--- config.mk ---
export PLATFORM = sky130hd
export DESIGN_NAME = slow_split_flat
export DESIGN_NICKNAME = d
export VERILOG_FILES = /design/src/rtl/slow_split_pkg.sv /design/src/rtl/slow_split_if.sv /design/src/rtl/slow_split_round_clip.sv /design/src/rtl/slow_split.sv /design/src/flat_wrapper.sv
export SDC_FILE = /design/constraint.sdc
export NUM_CORES = 1
export LEC_CHECK = 0
export BUFFER_PORTS_ARGS = -buffer_cell sky130_fd_sc_hd__buf_2
export CORE_ASPECT_RATIO = 0.6
export CORE_MARGIN = 1
export CORE_UTILIZATION = 55
export CTS_CLUSTER_SIZE = 16
export DETAILED_ROUTE_END_ITERATION = 10
export GPL_TIMING_DRIVEN = 0
export PLACE_DENSITY = 0.82
export SLEW_MARGIN = 0
export SYNTH_ARGS = -nofsm -noshare
export SYNTH_HDL_FRONTEND = slang
export SYNTH_SLANG_ARGS = --single-unit
--- constraint.sdc ---
create_clock -name clk -period 9.5 [get_ports clk]
set_clock_uncertainty 0.2 [all_clocks]
set_input_delay 0.95 -clock clk [delete_from_list [all_inputs] [get_ports clk]]
set_output_delay 0.95 -clock clk [all_outputs]
set_load 0.01 [all_outputs]
--- src/rtl/slow_split_pkg.sv ---
// Shared types and helpers for the slow_split lane fan-out.
// Default widths double as the parameter defaults of the top and bus.
package slow_split_pkg;

    typedef enum logic [2:0] {
        SM_INIT,
        SM_GET_INPUT,
        SM_MULT,
        SM_CLIP,
        SM_SEND_OUTPUT
    } state_t;

    localparam int C_DWIDTH     = 16;
    localparam int C_BUS_WIDTH  = 4;
    localparam int C_GAIN_WIDTH = 16;
    localparam int C_GAIN_FRAC  = 14;

    function automatic int prod_w(input int dw, input int gw);
        return dw + gw;
    endfunction

endpackage

--- src/rtl/slow_split_if.sv ---
// Sample-in / lanes-out valid-ready bus of slow_split.
// The DUT takes the slave view, the source/sink side the master view.
interface slow_split_if
    import slow_split_pkg::*;
#(
    parameter int G_DWIDTH     = C_DWIDTH,
    parameter int G_BUS_WIDTH  = C_BUS_WIDTH,
    parameter int G_GAIN_WIDTH = C_GAIN_WIDTH
);

    logic signed [G_DWIDTH-1:0]     din;
    logic signed [G_GAIN_WIDTH-1:0] gain [0:G_BUS_WIDTH-1];
    logic                           din_valid;
    logic                           din_ready;
    logic signed [G_DWIDTH-1:0]     dout [0:G_BUS_WIDTH-1];
    logic                           dout_valid;
    logic                           dout_ready;

    modport master (
        output din, gain, din_valid, dout_ready,
        input  din_ready, dout, dout_valid
    );

    modport slave (
        input  din, gain, din_valid, dout_ready,
        output din_ready, dout, dout_valid
    );

endinterface

--- src/rtl/slow_split_round_clip.sv ---
// Round-half-up right shift by G_FRAC followed by saturation to G_OUT_W.
// One guard bit on the sum keeps the rounding offset from overflowing.
module slow_split_round_clip #(
    parameter int G_IN_W  = 32,
    parameter int G_FRAC  = 14,
    parameter int G_OUT_W = 16
) (
    input  logic signed [G_IN_W-1:0]  x_i,
    output logic signed [G_OUT_W-1:0] y_o
);

    localparam int W = G_IN_W + 1;

    localparam logic signed [W-1:0] HALF = W'(1) << (G_FRAC - 1);
    localparam logic signed [W-1:0] HI   = W'({1'b0, {(G_OUT_W-1){1'b1}}});
    localparam logic signed [W-1:0] LO   = ~HI;

    logic signed [W-1:0] sum;
    logic signed [W-1:0] shr;

    always_comb begin
        sum = W'(x_i) + HALF;
        shr = sum >>> G_FRAC;
        if (shr > HI) begin
            y_o = HI[G_OUT_W-1:0];
        end else if (shr < LO) begin
            y_o = LO[G_OUT_W-1:0];
        end else begin
            y_o = shr[G_OUT_W-1:0];
        end
    end

endmodule

--- src/rtl/slow_split.sv ---
// Single sample to G_BUS_WIDTH lanes with per-lane gain, computed serially
// through one shared multiplier and presented as one output beat.
module slow_split
    import slow_split_pkg::*;
#(
    parameter int G_DWIDTH     = C_DWIDTH,
    parameter int G_BUS_WIDTH  = C_BUS_WIDTH,
    parameter int G_GAIN_WIDTH = C_GAIN_WIDTH,
    parameter int G_GAIN_FRAC  = C_GAIN_FRAC
) (
    input logic        clk,
    input logic        reset,
    input logic        enable,
    slow_split_if.slave bus
);

    localparam int PW = prod_w(G_DWIDTH, G_GAIN_WIDTH);
    localparam int LW = $clog2(G_BUS_WIDTH);
    localparam logic [LW-1:0] LAST = LW'(G_BUS_WIDTH - 1);

    typedef logic signed [G_DWIDTH-1:0]     samp_t;
    typedef logic signed [G_GAIN_WIDTH-1:0] gain_t;

    state_t            state_q, state_d;
    logic [LW-1:0]     lane_q, lane_d;
    logic              prime_q, prime_d;
    samp_t             din_store_q, din_store_d;
    gain_t             gain_store_q [0:G_BUS_WIDTH-1];
    gain_t             gain_store_d [0:G_BUS_WIDTH-1];
    logic signed [PW-1:0] prod_q, prod_d;
    samp_t             out_store_q [0:G_BUS_WIDTH-1];
    samp_t             out_store_d [0:G_BUS_WIDTH-1];
    samp_t             dout_q [0:G_BUS_WIDTH-1];
    samp_t             dout_d [0:G_BUS_WIDTH-1];
    logic              dout_valid_q, dout_valid_d;
    logic              din_ready_q, din_ready_d;
    samp_t             clip_y;

    slow_split_round_clip #(
        .G_IN_W  (PW),
        .G_FRAC  (G_GAIN_FRAC),
        .G_OUT_W (G_DWIDTH)
    ) u_round_clip (
        .x_i (prod_q),
        .y_o (clip_y)
    );

    always_comb begin
        state_d      = state_q;
        lane_d       = lane_q;
        prime_d      = prime_q;
        din_store_d  = din_store_q;
        gain_store_d = gain_store_q;
        prod_d       = prod_q;
        out_store_d  = out_store_q;
        dout_d       = dout_q;
        dout_valid_d = dout_valid_q;
        din_ready_d  = din_ready_q;

        unique case (state_q)
            SM_INIT: begin
                din_ready_d = 1'b1;
                state_d     = SM_GET_INPUT;
            end
            SM_GET_INPUT: begin
                if (bus.din_valid && din_ready_q) begin
                    din_store_d  = bus.din;
                    gain_store_d = bus.gain;
                    din_ready_d  = 1'b0;
                    lane_d       = '0;
                    prime_d      = 1'b1;
                    state_d      = SM_MULT;
                end
            end
            SM_MULT: begin
                // First visit after capture is an idle slot: keeps
                // accept-to-valid at 2*lanes+1 cycles.
                if (prime_q) begin
                    prime_d = 1'b0;
                end else begin
                    prod_d  = din_store_q * gain_store_q[lane_q];
                    state_d = SM_CLIP;
                end
            end
            SM_CLIP: begin
                out_store_d[lane_q] = clip_y;
                if (lane_q == LAST) begin
                    dout_d       = out_store_d;
                    dout_valid_d = 1'b1;
                    state_d      = SM_SEND_OUTPUT;
                end else begin
                    lane_d  = lane_q + 1'b1;
                    state_d = SM_MULT;
                end
            end
            SM_SEND_OUTPUT: begin
                if (dout_valid_q && bus.dout_ready) begin
                    dout_valid_d = 1'b0;
                    din_ready_d  = 1'b1;
                    state_d      = SM_GET_INPUT;
                end
            end
            default: begin
                state_d = SM_INIT;
            end
        endcase
    end

    always_ff @(posedge clk or posedge reset) begin
        if (reset) begin
            state_q      <= SM_INIT;
            lane_q       <= '0;
            prime_q      <= 1'b0;
            din_store_q  <= '0;
            gain_store_q <= '{default: '0};
            prod_q       <= '0;
            out_store_q  <= '{default: '0};
            dout_q       <= '{default: '0};
            dout_valid_q <= 1'b0;
            din_ready_q  <= 1'b0;
        end else if (!enable) begin
            state_q      <= SM_INIT;
            lane_q       <= '0;
            prime_q      <= 1'b0;
            din_store_q  <= '0;
            gain_store_q <= '{default: '0};
            prod_q       <= '0;
            out_store_q  <= '{default: '0};
            dout_q       <= '{default: '0};
            dout_valid_q <= 1'b0;
            din_ready_q  <= 1'b0;
        end else begin
            state_q      <= state_d;
            lane_q       <= lane_d;
            prime_q      <= prime_d;
            din_store_q  <= din_store_d;
            gain_store_q <= gain_store_d;
            prod_q       <= prod_d;
            out_store_q  <= out_store_d;
            dout_q       <= dout_d;
            dout_valid_q <= dout_valid_d;
            din_ready_q  <= din_ready_d;
        end
    end

    assign bus.din_ready  = din_ready_q;
    assign bus.dout_valid = dout_valid_q;
    assign bus.dout       = dout_q;

endmodule

--- src/flat_wrapper.sv ---
// flat-port wrapper written by rule: the top's interface ports become plain ports
module slow_split_flat import slow_split_pkg::*;
#(
    parameter int G_DWIDTH     = C_DWIDTH,
    parameter int G_BUS_WIDTH  = C_BUS_WIDTH,
    parameter int G_GAIN_WIDTH = C_GAIN_WIDTH,
    parameter int G_GAIN_FRAC  = C_GAIN_FRAC
)
  (clk, reset, enable, bus_din, bus_gain, bus_din_valid, bus_dout_ready, bus_din_ready, bus_dout, bus_dout_valid);
  slow_split_if #(.G_DWIDTH(G_DWIDTH), .G_BUS_WIDTH(G_BUS_WIDTH), .G_GAIN_WIDTH(G_GAIN_WIDTH)) bus_i ();
  input logic clk;
  input logic reset;
  input logic enable;
  input wire logic [$bits(bus_i.din)-1:0] bus_din;
  input wire logic [$bits(bus_i.gain)-1:0] bus_gain;
  input wire logic [$bits(bus_i.din_valid)-1:0] bus_din_valid;
  input wire logic [$bits(bus_i.dout_ready)-1:0] bus_dout_ready;
  output wire logic [$bits(bus_i.din_ready)-1:0] bus_din_ready;
  output wire logic [$bits(bus_i.dout)-1:0] bus_dout;
  output wire logic [$bits(bus_i.dout_valid)-1:0] bus_dout_valid;
  assign bus_i.din = bus_din;
  assign bus_i.gain = {>>{bus_gain}};
  assign bus_i.din_valid = bus_din_valid;
  assign bus_i.dout_ready = bus_dout_ready;
  assign bus_din_ready = bus_i.din_ready;
  assign bus_dout = {>>{bus_i.dout}};
  assign bus_dout_valid = bus_i.dout_valid;
  slow_split #(.G_DWIDTH(G_DWIDTH), .G_BUS_WIDTH(G_BUS_WIDTH), .G_GAIN_WIDTH(G_GAIN_WIDTH), .G_GAIN_FRAC(G_GAIN_FRAC)) u_core (.clk(clk), .reset(reset), .enable(enable), .bus(bus_i));
endmodule
==> flow_summary.toml, run 1 <==
[finish]
seq_area_um2 = 5480
finalInstanceArea_um2 = 21300
final_common_cell = "inv_1"
fillers = 2685
final_util = 0.626
syn_to_final_growth_pct = 11.2
final_cell_mix = "310 x inv_1, 261 x fa_1, 219 x dfrtp_1"
drive_above_1_share = 0.134
multi_input_area_um2 = 12000
nNetsFinal = 2490
diodes = 0
final_cells = 2536

[sta]
max_freq_mhz = 115
hold_ws_ns = 0.290
min_period_over_period = 0.916
setup_viol = 0
final-hold-violation-count = 0
tns_ns = 0
slew_headroom = 0.214
drv_slew = 0
worst_slack_ns = 0.802
rsz0062_at_grt = "false"
period_needed_ns = 8.70
worstMarginPinSlew_ns = 1.17

[synth]
synthFlopType = "dfrtp_1"
ys_types = 58
ys_warn_count = 0
syn_area_per_cell_um2 = 10.2
synth_fp_nets = 2315
synth-seq-area-share = 0.286
synthCells = 1885
syn_area_um2 = 19100
ys_seq_elements = 219
async_reset_ff_frac = 1.00
synth_edf_count = 0

[critical_path]
crit_fanout = 10
critPathArrivalTime_ns = 8.88
reg2reg_slack_ns = 0.80
worst_setup_path_end_kind = "register"
crit_required_ns = 9.69
start_kind = "register"
critical_path_class = "reg2reg"

[placement]
globalplace.congestion = 0.971
dpl_cell_area_um2 = 20500
dp_slack_ns = 0.924
io_buffers = 149
dp_cells = 2494
dp_hpwl_um = 40100

[pwr]
ir_drop_v = 0.000140
p_leak_nw = 10.7
finalPower_mw = 4.26
pwr_density_cell_nw_per_um2 = 200

[drt]
drc = 0
vias_per_cell = 5.86
drtPass1Iterations = 6
ant_nets = 0
drt_iter0_drc = 1381
avgRoutedWirePerCell_um = 20.2
vias = 14900
wl_um = 51200

[global_route]
overflow = 0
first_global_vias = 15700
grt_pass1_wl_um = 83600
track_usage = 0.301
antenna_found_initial = 0
grt_max_degree = 127

[clock_tree]
cts-buffers-inserted = 23
cts-htree-levels = 1
clk_pin_slew_worst_paths_ns = 0.07
cts-hold-fix-buffers = 0
cts_resized = 0
postCtsSetupBuffers = 0
clkLatencyLatePin_ns = 0.54
cts_tree = "done"
cts_root_buffer = "clkbuf_16"
cts_buffer_depth = 3
cts_num_sinks = 219

[floorplan]
dieArea_um2 = 35600
die_w_um = 243
core_um2 = 34000
ios = 151
die_h_um = 146
std_cell_rows = 52
initial_core_util = 0.563

[hold_path]
hp-class = "reg2reg"

[run]
cap_violations = 0

[outcome]
run_status = "finished, final reports clean"
-- layout make-up --
cell class                 count  area share
timing repair buffer         150      0.0363
tap                          459      0.0270
buffer                       117      0.0216
sequential                   219       0.258
clock buffer                  29      0.0305
inverter                     311      0.0552
multi-input combinational   1238       0.566
clock inverter                13     0.00623
-- power by group --
part	switching, mW	leakage [nW]	internal, mW	total [mW]
sequential	0.137	3.01	1.06	1.20
clock	0.392	0.395	0.541	0.933
combinational	1.35	7.34	0.769	2.12
-- kinds of logic after synthesis --
| family | synth area share |
|---|---|
| AOI/OAI and AO/OA | 0.148 |
| xor gates and xnor gates | 0.0178 |
| adders and majority gates | 0.328 |
| buffers and inverters | 0.0850 |
| DFF | 0.286 |
| muxes | 0.0221 |
| and+or+nand+nor | 0.113 |
-- routing by layer --
metal	part of all wire	global-route usage
met2	0.44	0.446
met3	0.12	0.0985
met5	0	0
met1	0.42	0.430
met4	0.023	0.0698
-- sequential cells by signal (all words and copies together) (netlist names) --
name / flops
u_core.bus.dout_valid: 1
u_core.gain_store_q: 64
u_core.prime_q: 1
u_core.din_store_q: 16
u_core.out_store_q: 48
u_core.bus.din_ready: 1
u_core.bus.dout: 64
u_core.lane_q: 2
u_core.prod_q: 19
u_core.state_q: 3
-- critical path: stages (launching register included) --
cell       delay (ns)
dfrtp_1          0.43
buf_2            0.28
buf_1            0.65
mux4_2           0.60
clkbuf_1         0.56
nand2_1          0.20
fa_1             0.56
inv_1            0.05
fa_1             0.50
inv_1            0.06
fa_1             0.53
inv_1            0.05
fa_1             0.40
fa_1             0.52
inv_1            0.05
fa_1             0.47
inv_1            0.04
ha_1             0.32
o21a_1           0.18
o21a_1           0.15
o21ai_0          0.58
a21oi_2          0.12
o21ai_2          0.25
o2111ai_1        0.20
a2111oi_0        0.50
a211oi_1         0.10
-- Yosys cell counts (all sizes together) (7+ instances only) --
library cell	instances	area share
fa	261	0.27
a21oi	84	0.027
nand2	159	0.031
mux4	15	0.018
o21ai	34	0.0095
a22o	81	0.037
and3	7	0.0023
xnor2	27	0.012
dfrtp	219	0.29
inv	311	0.061
and2	127	0.042
nor2	107	0.021
mux2i	7	0.0037
xor2	12	0.0055
ha	84	0.055
nor3	9	0.0029
nand3	18	0.0047
a31o	42	0.019
o211ai	42	0.016
a211oi	46	0.018
clkbuf	112	0.022
a21o	21	0.0083
-- worst paths after layout --
| check | startpoint | endpoint | cells past startpoint |
|---|---|---|---|
| worst max register to register | u_core.lane_q[1] | u_core.prod_q[26] | 25 |
| max in group asynchronous | reset | u_core.bus.dout[26] | 3 |
| worst min register to register | u_core.prod_q[20] | u_core.prod_q[20] | 2 |
| min in group asynchronous | reset | u_core.gain_store_q[15] | 2 |
| worst min-delay path | u_core.prod_q[20] | u_core.prod_q[20] | 2 |
| worst max-delay path | u_core.lane_q[1] | u_core.prod_q[26] | 25 |
(Power assumes the default switching activity.)
==> run 2: changes to the inputs <==
CORE_UTILIZATION = 39   (was 55)
PLACE_DENSITY = 0.64   (was 0.82)
==> run 2 against run 1 <==
Against the previous run: die area increased by 41%; combinational power hardly changed; hold slack improved by 0.0027 ns; sequential share of layout area down 0.23 points; fmax is 0.81% lower; global-route usage is 8.0 points lower; non-clock buffer count is the same; flip-flop and latch count unchanged; cell count increased by 7.1%; setup slack got worse by 0.071 ns; critical path depth is the same.
==> flow_summary.toml, run 2 (synthesized netlist as in run 1, its figures left out) <==
[outcome]
run_status = "finished, final reports clean"

[clock_tree]
cts-hold-fix-buffers = 0
clkLatencyLatePin_ns = 0.54
cts_root_buffer = "clkbuf_16"
cts_tree = "done"
cts_num_sinks = 219
cts_resized = 0
cts_buffer_depth = 3
cts-htree-levels = 1
postCtsSetupBuffers = 0
cts-buffers-inserted = 24
clk_pin_slew_worst_paths_ns = 0.06

[floorplan]
dieArea_um2 = 50000
ios = 151
core_um2 = 48100
die_w_um = 288
die_h_um = 174
std_cell_rows = 62
initial_core_util = 0.398

[drt]
drtPass1Iterations = 5
vias_per_cell = 5.35
drc = 0
avgRoutedWirePerCell_um = 19.4
wl_um = 52600
ant_nets = 0
drt_iter0_drc = 1262
vias = 14500

[pwr]
pwr-share-clk = 0.212
p_sw_mw = 1.88
intPower_mw = 2.33
swShare = 0.446
p_seq_frac = 0.285
p_leak_nw = 10.7
finalPower_mw = 4.21
pwr_density_cell_nw_per_um2 = 196
ir_drop_v = 0.000136
pwr-share-comb = 0.503

[finish]
fillers = 4594
final_util = 0.446
final_cell_mix = "310 x inv_1, 261 x fa_1, 219 x dfrtp_1"
final_common_cell = "inv_1"
nNetsFinal = 2491
drive_above_1_share = 0.132
diodes = 0
syn_to_final_growth_pct = 12.2

[critical_path]
crit_required_ns = 9.70
critPathArrivalTime_ns = 8.97
start_kind = "register"
crit_fanout = 10
worst_setup_path_end_kind = "register"
critical_path_class = "reg2reg"
reg2reg_slack_ns = 0.73

[sta]
drv_slew = 0
max_freq_mhz = 114
worstMarginPinSlew_ns = 1.30
period_needed_ns = 8.77
slew_headroom = 0.129
setup_viol = 0
min_period_over_period = 0.923
rsz0062_at_grt = "false"
final-hold-violation-count = 0

[global_route]
antenna_found_initial = 3
grt_max_degree = 128
grt_pass1_wl_um = 86300
overflow = 0
track_usage = 0.220
first_global_vias = 15500

[run]
cap_violations = 0

[placement]
dp_hpwl_um = 42100
globalplace.congestion = 0.898
io_buffers = 149

[hold_path]
hp-class = "reg2reg"
==> run 2: changes by cell type in the layout (fill, tap and decap cells not counted), sizes merged <==
cell	previous run	this run
clkinvlp	0	1
inv	313	312
clkinv	9	7
bufinv	2	0
clkbuf	141	144
==> run 2: worst paths after layout <==
path,start,endpoint,cells after the start
setup / recovery,u_core.lane_q[1],u_core.prod_q[26],25
hold / removal,u_core.bus.dout[3],u_core.bus.dout[3],2
setup reg to reg,u_core.lane_q[1],u_core.prod_q[26],25
hold reg to reg,u_core.bus.dout[3],u_core.bus.dout[3],2
max in group asynchronous,reset,u_core.out_store_q[18],3
min in group asynchronous,reset,u_core.gain_store_q[59],2
==> run 2: area by class of cell <==
type                    instances  area [µm²]  share of cell area
well taps                     640         801              0.0373
clock inverters                 9        62.6             0.00291
inverters                     311        1170              0.0547
flip-flops and latches        219        5480               0.255
multi-input cells            1238       12000               0.561
plain buffers                 117         459              0.0214
repair buffers                150         773              0.0360
clock buffers                  32         682              0.0318
==> run 2: through the flow <==
stage / hold WS, ns / instances / TNS, ns / setup slack (ns) / instance area [µm²]
floorplan: 0.249 / 1885 / 0 / 2.21 / 19100
global placement: 0.277 / 2674 / -1.32 / -0.0225 / 20700
detailed placement: 0.285 / 2675 / 0 / 0.808 / 20700
CTS: 0.298 / 2716 / 0 / 0.775 / 21500
global route: 0.311 / 2716 / 0 / 0.275 / 21500
finish: 0.293 / 2716 / 0 / 0.731 / 21500
==> run 2: critical path, cell delays in order (launching register included) <==
cell and delay [ns]:
dfrtp_1 0.44, buf_2 0.29, buf_1 0.70, mux4_2 0.63, clkbuf_1 0.51, nand2_1 0.19, fa_1 0.56, inv_1 0.06
fa_1 0.50, inv_1 0.05, fa_1 0.52, inv_1 0.05, fa_1 0.39, fa_1 0.52, inv_1 0.05, fa_1 0.48
inv_1 0.05, ha_1 0.31, o21a_1 0.18, o21a_1 0.17, o21ai_0 0.61, a21oi_2 0.12, o21ai_2 0.25, o2111ai_1 0.20
a2111oi_0 0.49, a211oi_1 0.09
==> run 2: metal layers <==
layer	wire length [µm]	global-route usage	vias up
met4	712	0.0322	2
met5	9	0	-
met3	4530	0.0533	61
met2	22400	0.326	506
li1	-	-	6467
met1	25000	0.333	7500
==> run 2: power by group through the flow <==
| stage | Sequential [mW] | Clock (mW) | Combinational [mW] |
|---|---|---|---|
| floorplan | 1.15 | 0 | 1.48 |
| global placement | 1.20 | 0 | 2.04 |
| detailed placement | 1.21 | 0 | 2.09 |
| CTS | 1.19 | 0.918 | 2.11 |
| global route | 1.21 | 0.953 | 2.39 |
| finish | 1.20 | 0.894 | 2.12 |
==> run 3: changes to the inputs <==
GPL_TIMING_DRIVEN = 1   (was 0)
==> run 3 against run 2 <==
Against the previous run: count of clock-buffer cells in the layout is 3 lower; wire length is 8.7% lower; clock power is 15% higher; first-iteration DRC count is 27% lower; global-route usage is 1.8 points lower; fmax is 11% higher; sequential share of layout area is 0.32 points higher; core utilization is 0.56 points lower; cell area is 1.2% lower; largest power group unchanged.
==> flow_summary.toml, run 3 (synthesized netlist as in run 1, its figures left out) <==
[outcome]
run_status = "finished, final reports clean"

[drt]
drt_iter0_drc = 918
drtPass1Iterations = 5
drc = 0
vias_per_cell = 5.25
avgRoutedWirePerCell_um = 18.4
ant_nets = 0
vias = 13700
wl_um = 48000

[run]
cap_violations = 0

[finish]
diodes = 0
nNetsFinal = 2386
final_cell_mix = "309 x inv_1, 261 x fa_1, 219 x dfrtp_1"
syn_to_final_growth_pct = 10.8
final_common_cell = "inv_1"
drive_above_1_share = 0.148
final_util = 0.441

[pwr]
p_sw_mw = 1.83
swShare = 0.431
finalPower_mw = 4.25
pwr-share-comb = 0.460
ir_drop_v = 0.000193
p_leak_nw = 10.7
intPower_mw = 2.42
pwr_density_cell_nw_per_um2 = 200
pwr-share-clk = 0.242
p_seq_frac = 0.298

[critical_path]
rr_endpoint = "u_core.prod_q[26]"
start_kind = "register"
cp-startpoint = "u_core.lane_q[1]"
reg2reg_slack_ns = 1.59
crit_fanout = 15
critical_path_class = "reg2reg"
reg2regPathDepth = 23
rr_startpoint = "u_core.lane_q[1]"
worst_setup_path_end_kind = "register"
crit_required_ns = 9.70
critPathArrivalTime_ns = 8.11
crit_end = "u_core.prod_q[26]"

[global_route]
grt_max_degree = 142
antenna_found_initial = 0
first_global_vias = 14900
overflow = 0
grt_pass1_wl_um = 80900
track_usage = 0.202

[placement]
dp_slack_ns = 1.61
io_buffers = 150
dp_hpwl_um = 35500
globalplace.congestion = 0.864

[sta]
setup_viol = 0
worstMarginPinSlew_ns = 1.18
slew_headroom = 0.212
period_needed_ns = 7.91
min_period_over_period = 0.832
drv_slew = 0
final-hold-violation-count = 0
rsz0062_at_grt = "false"
max_freq_mhz = 126
worst_slack_ns = 1.59
tns_ns = 0

[floorplan]
die_w_um = 288
core_um2 = 48100
die_h_um = 174
ios = 151
dieArea_um2 = 50000
initial_core_util = 0.398
std_cell_rows = 62

[clock_tree]
cts_buffer_depth = 3
cts_root_buffer = "clkbuf_16"
cts-htree-levels = 1
cts_num_sinks = 219
clk_pin_slew_worst_paths_ns = 0.06
cts_tree = "done"
clkLatencyLatePin_ns = 0.55
cts-buffers-inserted = 24
cts-hold-fix-buffers = 0
postCtsSetupBuffers = 0
cts_resized = 0

[hold_path]
hp-class = "reg2reg"
run 3: cell count changes in the layout (fill, tap and decap cells not counted), moves of 2 or more:
| cell | change |
|---|---|
| buf_4 | +11 |
| clkinv_4 | -2 |
| buf_6 | -2 |
| bufinv_16 | +4 |
| clkbuf_1 | -116 |
run 3: layer usage:
metal,track usage,vias to the layer above,part of all wire
met5,0,-,0
met4,0.0368,0,0.017
met3,0.0428,63,0.065
met2,0.307,333,0.44
met1,0.299,7075,0.47
li1,-,6251,-
run 3: how the worst min path moves through the flow:
| stage | cells after the start | slack [ns] | end | from |
|---|---|---|---|---|
| 2_1_floorplan | 2 | 0.25 | u_core.prod_q[20] | u_core.prod_q[20] |
| 3_3_place_gp | 2 | 0.28 | u_core.prod_q[20] | u_core.prod_q[20] |
| 3_5_place_dp | 2 | 0.28 | u_core.prod_q[20] | u_core.prod_q[20] |
| 4_1_cts | 2 | 0.29 | u_core.prod_q[20] | u_core.prod_q[20] |
| 5_1_grt | 1 | 0.31 | u_core.gain_store_q[31] | u_core.gain_store_q[31] |
| 6_report | 2 | 0.29 | u_core.prod_q[20] | u_core.prod_q[20] |
run 3: metrics by stage:
step                      instances  hold WS, ns  instance area [µm²]
after detailed placement       2570        0.279                20300
after CTS                      2612        0.292                21200
final                          2612        0.285                21200
after global routing           2612        0.311                21200
after global placement         2570        0.279                20300
after floorplan                1885        0.249                19100
run 3: cell type report:
class	instances	area [µm²]
repair buffers	162	841
fillers	4562	26900
multi-input cells	1238	12000
well taps	640	801
flip-flops and latches	219	5480
clock inverters	13	180
inverters	311	1170
clock buffers	29	681
run 3: power by group through the flow:
stage	sequential (mW)	combinational (mW)	clock [mW]
final	1.26	1.96	1.03
after global routing	1.28	2.22	1.08
after CTS	1.26	1.96	1.05
after detailed placement	1.27	1.95	0
after global placement	1.27	1.90	0
after floorplan	1.15	1.48	0
run 3: worst max-delay path, cell delays in order (launching register included):
cell and delay [ns]:
dfrtp_1 0.83, buf_4 0.30, mux4_1 0.63, nand2_1 0.25, inv_1 0.11, fa_1 0.48, inv_1 0.05, fa_1 0.49
fa_1 0.51, inv_1 0.05, fa_1 0.49, fa_1 0.49, inv_1 0.05, fa_1 0.49, inv_1 0.04, ha_1 0.34
o21a_1 0.13, o21a_1 0.15, o21ai_0 0.55, a21oi_2 0.11, o21ai_2 0.24, o2111ai_1 0.20, a2111oi_0 0.47, a211oi_1 0.09
